### src/rtl/ifu_fetch.sv
`default_nettype none
// +----------------------------------------------------------------------+
// | ifu_fetch : PC, single-outstanding imem fetch, one-word decode buffer |
// | Revision  : 1.0                                                      |
// +----------------------------------------------------------------------+
module ifu_fetch #(
  parameter logic [31:0] RESET_PC = 32'h8000_0000
) (
  input  logic        clk,
  input  logic        rst_n,
  output logic        imem_req_valid,
  input  logic        imem_req_ready,
  output logic [31:0] imem_req_addr,
  input  logic        imem_resp_valid,
  input  logic [31:0] imem_resp_data,
  input  logic        redirect_valid,
  input  logic [31:0] redirect_pc,
  output logic        id_valid,
  input  logic        id_ready,
  output logic [31:0] id_instr,
  output logic [31:0] id_pc,
  output logic [5:0]  id_op,
  output logic [31:0] fetch_cnt
);

  typedef enum logic [1:0] {
    IDLE = 2'd0,
    REQ  = 2'd1,
    WAIT = 2'd2,
    HOLD = 2'd3
  } state_t;

  state_t      state_q, state_d;
  logic [31:0] pc_q, pc_d;
  logic        kill_q, kill_d;
  logic [31:0] buf_instr_q, buf_instr_d;
  logic [31:0] buf_pc_q, buf_pc_d;
  logic [31:0] fetch_cnt_q, fetch_cnt_d;
  logic [31:0] redirect_tgt;
  logic        unused_redirect_lo;

  // Targets are always word aligned; the low bits of redirect_pc are dropped.
  assign redirect_tgt       = {redirect_pc[31:2], 2'b00};
  assign unused_redirect_lo = ^redirect_pc[1:0];

  always_comb begin
    state_d     = state_q;
    pc_d        = pc_q;
    kill_d      = kill_q;
    buf_instr_d = buf_instr_q;
    buf_pc_d    = buf_pc_q;
    fetch_cnt_d = fetch_cnt_q;
    case (state_q)
      IDLE: begin
        state_d = REQ;
        if (redirect_valid) pc_d = redirect_tgt;
      end
      REQ: begin
        if (redirect_valid) begin
          pc_d = redirect_tgt;
        end else if (imem_req_ready) begin
          state_d = WAIT;
        end
      end
      WAIT: begin
        if (redirect_valid) begin
          pc_d = redirect_tgt;
          // A response in the same cycle is already stale, so no kill is needed.
          if (imem_resp_valid) begin
            kill_d  = 1'b0;
            state_d = REQ;
          end else begin
            kill_d = 1'b1;
          end
        end else if (imem_resp_valid) begin
          if (!kill_q) begin
            buf_instr_d = imem_resp_data;
            buf_pc_d    = pc_q;
            state_d     = HOLD;
          end else begin
            kill_d  = 1'b0;
            state_d = REQ;
          end
        end
      end
      HOLD: begin
        if (redirect_valid) begin
          pc_d    = redirect_tgt;
          state_d = REQ;
        end else if (id_ready) begin
          pc_d        = buf_pc_q + 32'd4;
          fetch_cnt_d = fetch_cnt_q + 32'd1;
          state_d     = REQ;
        end
      end
      default: state_d = IDLE;
    endcase
  end

  always_ff @(posedge clk or negedge rst_n) begin
    if (!rst_n) begin
      state_q     <= IDLE;
      pc_q        <= RESET_PC;
      kill_q      <= 1'b0;
      buf_instr_q <= 32'd0;
      buf_pc_q    <= 32'd0;
      fetch_cnt_q <= 32'd0;
    end else begin
      state_q     <= state_d;
      pc_q        <= pc_d;
      kill_q      <= kill_d;
      buf_instr_q <= buf_instr_d;
      buf_pc_q    <= buf_pc_d;
      fetch_cnt_q <= fetch_cnt_d;
    end
  end

  assign imem_req_valid = (state_q == REQ) && !redirect_valid;
  assign imem_req_addr  = pc_q;
  assign id_valid       = (state_q == HOLD) && !redirect_valid;
  assign id_instr       = buf_instr_q;
  assign id_pc          = buf_pc_q;
  assign id_op          = buf_instr_q[31:26];
  assign fetch_cnt      = fetch_cnt_q;

endmodule
`default_nettype wire

### config.mk
export PLATFORM = sky130hd
export DESIGN_NAME = ifu_fetch
export DESIGN_NICKNAME = d
export VERILOG_FILES = /design/src/rtl/ifu_fetch.sv
export SDC_FILE = /design/constraint.sdc
export NUM_CORES = 1
export LEC_CHECK = 0
export ABC_AREA = 1
export BUFFER_PORTS_ARGS = -buffer_cell sky130_fd_sc_hd__clkbuf_2
export CAP_MARGIN = 20
export CORE_MARGIN = 2
export CORE_UTILIZATION = 50
export DETAILED_ROUTE_END_ITERATION = 16
export HOLD_SLACK_MARGIN = 0.05
export PLACE_DENSITY = 0.78
export SETUP_SLACK_MARGIN = 0.02
export SLEW_MARGIN = 10
export SYNTH_ARGS = -nofsm -noshare
export SYNTH_HDL_FRONTEND = slang
export SYNTH_SLANG_ARGS = --single-unit
### constraint.sdc
create_clock -name clk -period 2.45 [get_ports clk]
set_clock_uncertainty 0.1 [all_clocks]
set_input_delay 0.1225 -clock clk [delete_from_list [all_inputs] [get_ports clk]]
set_output_delay 0.1225 -clock clk [all_outputs]
set_load 0.01 [all_outputs]
==> reports/summary.log <==
INFO  route          vias_per_cell=5.08
INFO  die            std_cell_rows=42
INFO  synthesis      synth_nets=934
INFO  power          power_density=1040nW/µm²
INFO  synthesis      async_flop_share=1.00
INFO  route          routed_wirelength=19.2mm
INFO  worst_setup_path max_stage_delay=450ps
INFO  grt            via_count_of_the_first_global_routing_pass=6,712
INFO  timing         achievable-frequency=475MHz
INFO  worst_setup_path timing.critical_path.mode_cell=sky130_fd_sc_hd__nand2_1
INFO  synthesis      post_synthesis_cell_area=6860µm²
INFO  timing         tightestPinTransition=546ps
INFO  finish         finalNetCount=1,198
INFO  finish         most_common_cell_after_layout_fill_and_taps_aside=sky130_fd_sc_hd__nand2_1
INFO  clock_network  tritoncts=built
INFO  clock_network  post_cts.repair.setup_buffers=0
INFO  worst_setup_path worst-path-max-fanout=7
INFO  worst_setup_path cp_max_delay_cell=sky130_fd_sc_hd__dfrtp_1
INFO  grt            grt.overflow.total=0
INFO  clock_network  cts-root-buf=sky130_fd_sc_hd__clkbuf_16
INFO  route          detail_route.drc_violations=0
INFO  timing         final_cycle_utilization_of_the_critical_path=0.859
INFO  die            die_h=121µm
INFO  timing         worst_slew_margin_rel=0.636
INFO  grt            antenna_found_initial=1
INFO  placed_design  gp_congestion=0.934
INFO  worst_setup_path worst_endpoint_data_arrival_time=2290ps
INFO  synthesis      synth.distinct_cells=37
INFO  finish         area.sequential=3280µm²
INFO  clock_network  clk_path_buf_depth=2
INFO  synthesis      synth-edff-count=0
INFO  die            chipWidth=121µm
INFO  timing         min_period=2100ps
INFO  route          drt_iter0_drc=518
INFO  clock_network  clk_pin_slew=60ps
INFO  worst_setup_path worst_path_dominant_cell_family=simple AND/OR/NAND/NOR gates
INFO  finish         drive_above_1_share=0.260
INFO  job            drv_cap=0
INFO  worst_setup_path critical_path_class=reg -> reg
INFO  worst_setup_path worst_ep_required_time=2640ps
INFO  clock_network  clock_insertion_delay_worst_skew=410ps
INFO  route          dr_total_vias=6,662
INFO  power          power.leakage=4.72nW
INFO  synthesis      synth.avg_cell_area=7.99µm²
INFO  finish         fillers=1,004
INFO  grt            global_route_usage_over_all_layers=0.277
INFO  power          ir_worst_vdd=0.652mV
INFO  clock_network  cts_sinks=131
INFO  finish         area_growth_syn_to_layout=35.1%
INFO  synthesis      synth_sequential_area_ratio=0.478
INFO  timing         finalHoldViolations=0
INFO  worst_hold_path min-delay-path-class=in -> reg
INFO  status         run_status=finished clean
INFO  synthesis      synth_seq_cells=131
INFO  grt            grt_first_pass_wirelength=32.0mm
INFO  timing         unrepaired_setup_endpoints_after_global_routing=no
INFO  route          ant_nets=0
INFO  clock_network  holdBufCountCts=64
INFO  synthesis      synthesized_netlist_cell_count=858
INFO  timing         timing.setup.tns=0ps
INFO  synthesis      yosys_warning_total=0
INFO  clock_network  ctsResizeCount=0
INFO  placed_design  dp_hpwl=13.3mm
INFO  placed_design  io_buffer_count=203
INFO  die            core_area=13,300µm²
INFO  die            initial_core_util=0.516
INFO  timing         timing_max_transition_violations_final=0
INFO  finish         layout.core_utilization=0.697
INFO  worst_setup_path category_of_the_worst_setup_path_launch_point=flip-flop
INFO  worst_setup_path crit_buf_inv=0
INFO  finish         layout_common_cells=sky130_fd_sc_hd__nand2_1 (252), sky130_fd_sc_hd__clkbuf_2 (202), sky130_fd_sc_hd__nor2_1 (151)
INFO  timing         finalSetupViolations=0
INFO  clock_network  numCtsBuffers=17
INFO  worst_setup_path end_kind=flip-flop
INFO  die            top_level_port_count=206
INFO  worst_setup_path path_cells=ha_1 -> nand2_1 -> nor2_2 -> nand2_1 -> nor2_1 -> nand2_1 -> a21oi_1 -> o21ai_0
INFO  clock_network  htree_levels=4
INFO  die            design.die.area=14,700µm²
INFO  route          detail_route.wl_per_cell=14.7µm
INFO  timing         whs=93.5ps
INFO  finish         multiInputGateArea=3150µm²
INFO  route          firstDrtPassIters=5
INFO  synthesis      dominantRegCellSynth=sky130_fd_sc_hd__dfrtp_1
INFO  grt            grt_start_max_net_pins=67
-- Yosys cell counts, types with 10 or more instances --
cell type | number | share of area
sky130_fd_sc_hd__nand2_1 | 253 | 0.14
sky130_fd_sc_hd__nor2_1 | 151 | 0.083
sky130_fd_sc_hd__dfrtp_1 | 130 | 0.47
sky130_fd_sc_hd__inv_1 | 68 | 0.037
sky130_fd_sc_hd__nand3_1 | 44 | 0.032
sky130_fd_sc_hd__a21oi_1 | 41 | 0.030
sky130_fd_sc_hd__o21ai_0 | 38 | 0.028
sky130_fd_sc_hd__mux2_2 | 24 | 0.039
sky130_fd_sc_hd__buf_2 | 13 | 0.0095
sky130_fd_sc_hd__xor2_1 | 12 | 0.015
sky130_fd_sc_hd__mux2_4 | 10 | 0.022
sky130_fd_sc_hd__xnor2_1 | 10 | 0.013
-- flip-flops by register name (all words and copies together) (netlist names) --
name,flops
imem_req_addr,32
state_q,2
fetch_cnt,32
id_pc,32
kill_q,1
id_instr,32
-- layout make-up --
| cell class | instances | area share |
|---|---|---|
| Antenna cell | 1 | 0.000270 |
| Clock buffer | 22 | 0.0512 |
| Clock inverter | 10 | 0.0140 |
| Inverter | 70 | 0.0284 |
| Multi-Input combinational cell | 627 | 0.340 |
| Sequential cell | 131 | 0.354 |
| Tap cell | 176 | 0.0238 |
| Timing Repair Buffer | 275 | 0.189 |
-- worst register-to-register path, cell delays in order (launching register included) --
cell and delay, ps:
sky130_fd_sc_hd__dfrtp_1 450, sky130_fd_sc_hd__ha_1 240, sky130_fd_sc_hd__nand2_1 80, sky130_fd_sc_hd__nor2_2 210
sky130_fd_sc_hd__nand2_1 220, sky130_fd_sc_hd__nor2_1 360, sky130_fd_sc_hd__nand2_1 100, sky130_fd_sc_hd__a21oi_1 130
sky130_fd_sc_hd__o21ai_0 100
-- worst paths after layout --
check / startpoint / endpoint / slack, ps / cells after the start
setup reg to reg: id_pc[2]$_DFFE_PN0P_ / imem_req_addr[12]$_DFFE_PN0P_ / 350 / 8
hold reg to reg: imem_req_addr[31]$_DFFE_PN1P_ / imem_req_addr[31]$_DFFE_PN1P_ / 380 / 2
min in group asynchronous: rst_n / fetch_cnt[6]$_DFFE_PN0P_ / 150 / 2
hold / removal: imem_req_ready / state_q[0]$_DFFE_PN0P_ / 90 / 5
max in group asynchronous: rst_n / imem_req_addr[16]$_DFFE_PN0P_ / 1350 / 3
setup / recovery: id_pc[2]$_DFFE_PN0P_ / imem_req_addr[12]$_DFFE_PN0P_ / 350 / 8
-- through the flow --
step	cells	cell area [µm²]	power, W	worst slack [ps]
2_1_floorplan	858	6860	0.00552	724
3_3_place_gp	1215	8020	0.00678	439
3_5_place_dp	1215	8020	0.00689	395
4_1_cts	1311	9270	0.00958	370
5_1_grt	1312	9270	0.0102	159
6_report	1312	9270	0.00960	346
-- routing by layer --
layer	share of wire	vias up	GRT usage
li1	-	3256	-
met1	0.40	3074	0.332
met2	0.50	276	0.475
met3	0.065	56	0.0634
met4	0.035	0	0.124
met5	0	-	0
-- power breakdown --
group	switching, W	internal, W
clock network	0.000907	0.00167
registers	0.000803	0.00293
logic	0.00191	0.00138
-- cells by family after synthesis --
| kind of cell | count (synthesis) | share of synthesized area |
|---|---|---|
| multiplexers | 34 | 0.0613 |
| flip-flops | 131 | 0.478 |
| AND/OR/NAND/NOR | 473 | 0.286 |
| AO/OA/AOI/OAI | 92 | 0.0708 |
| adder cells (fa/ha/maj) | 6 | 0.0109 |
| buffers and inverters | 100 | 0.0648 |
| XOR/XNOR | 22 | 0.0281 |
(Power assumes the default switching activity.)
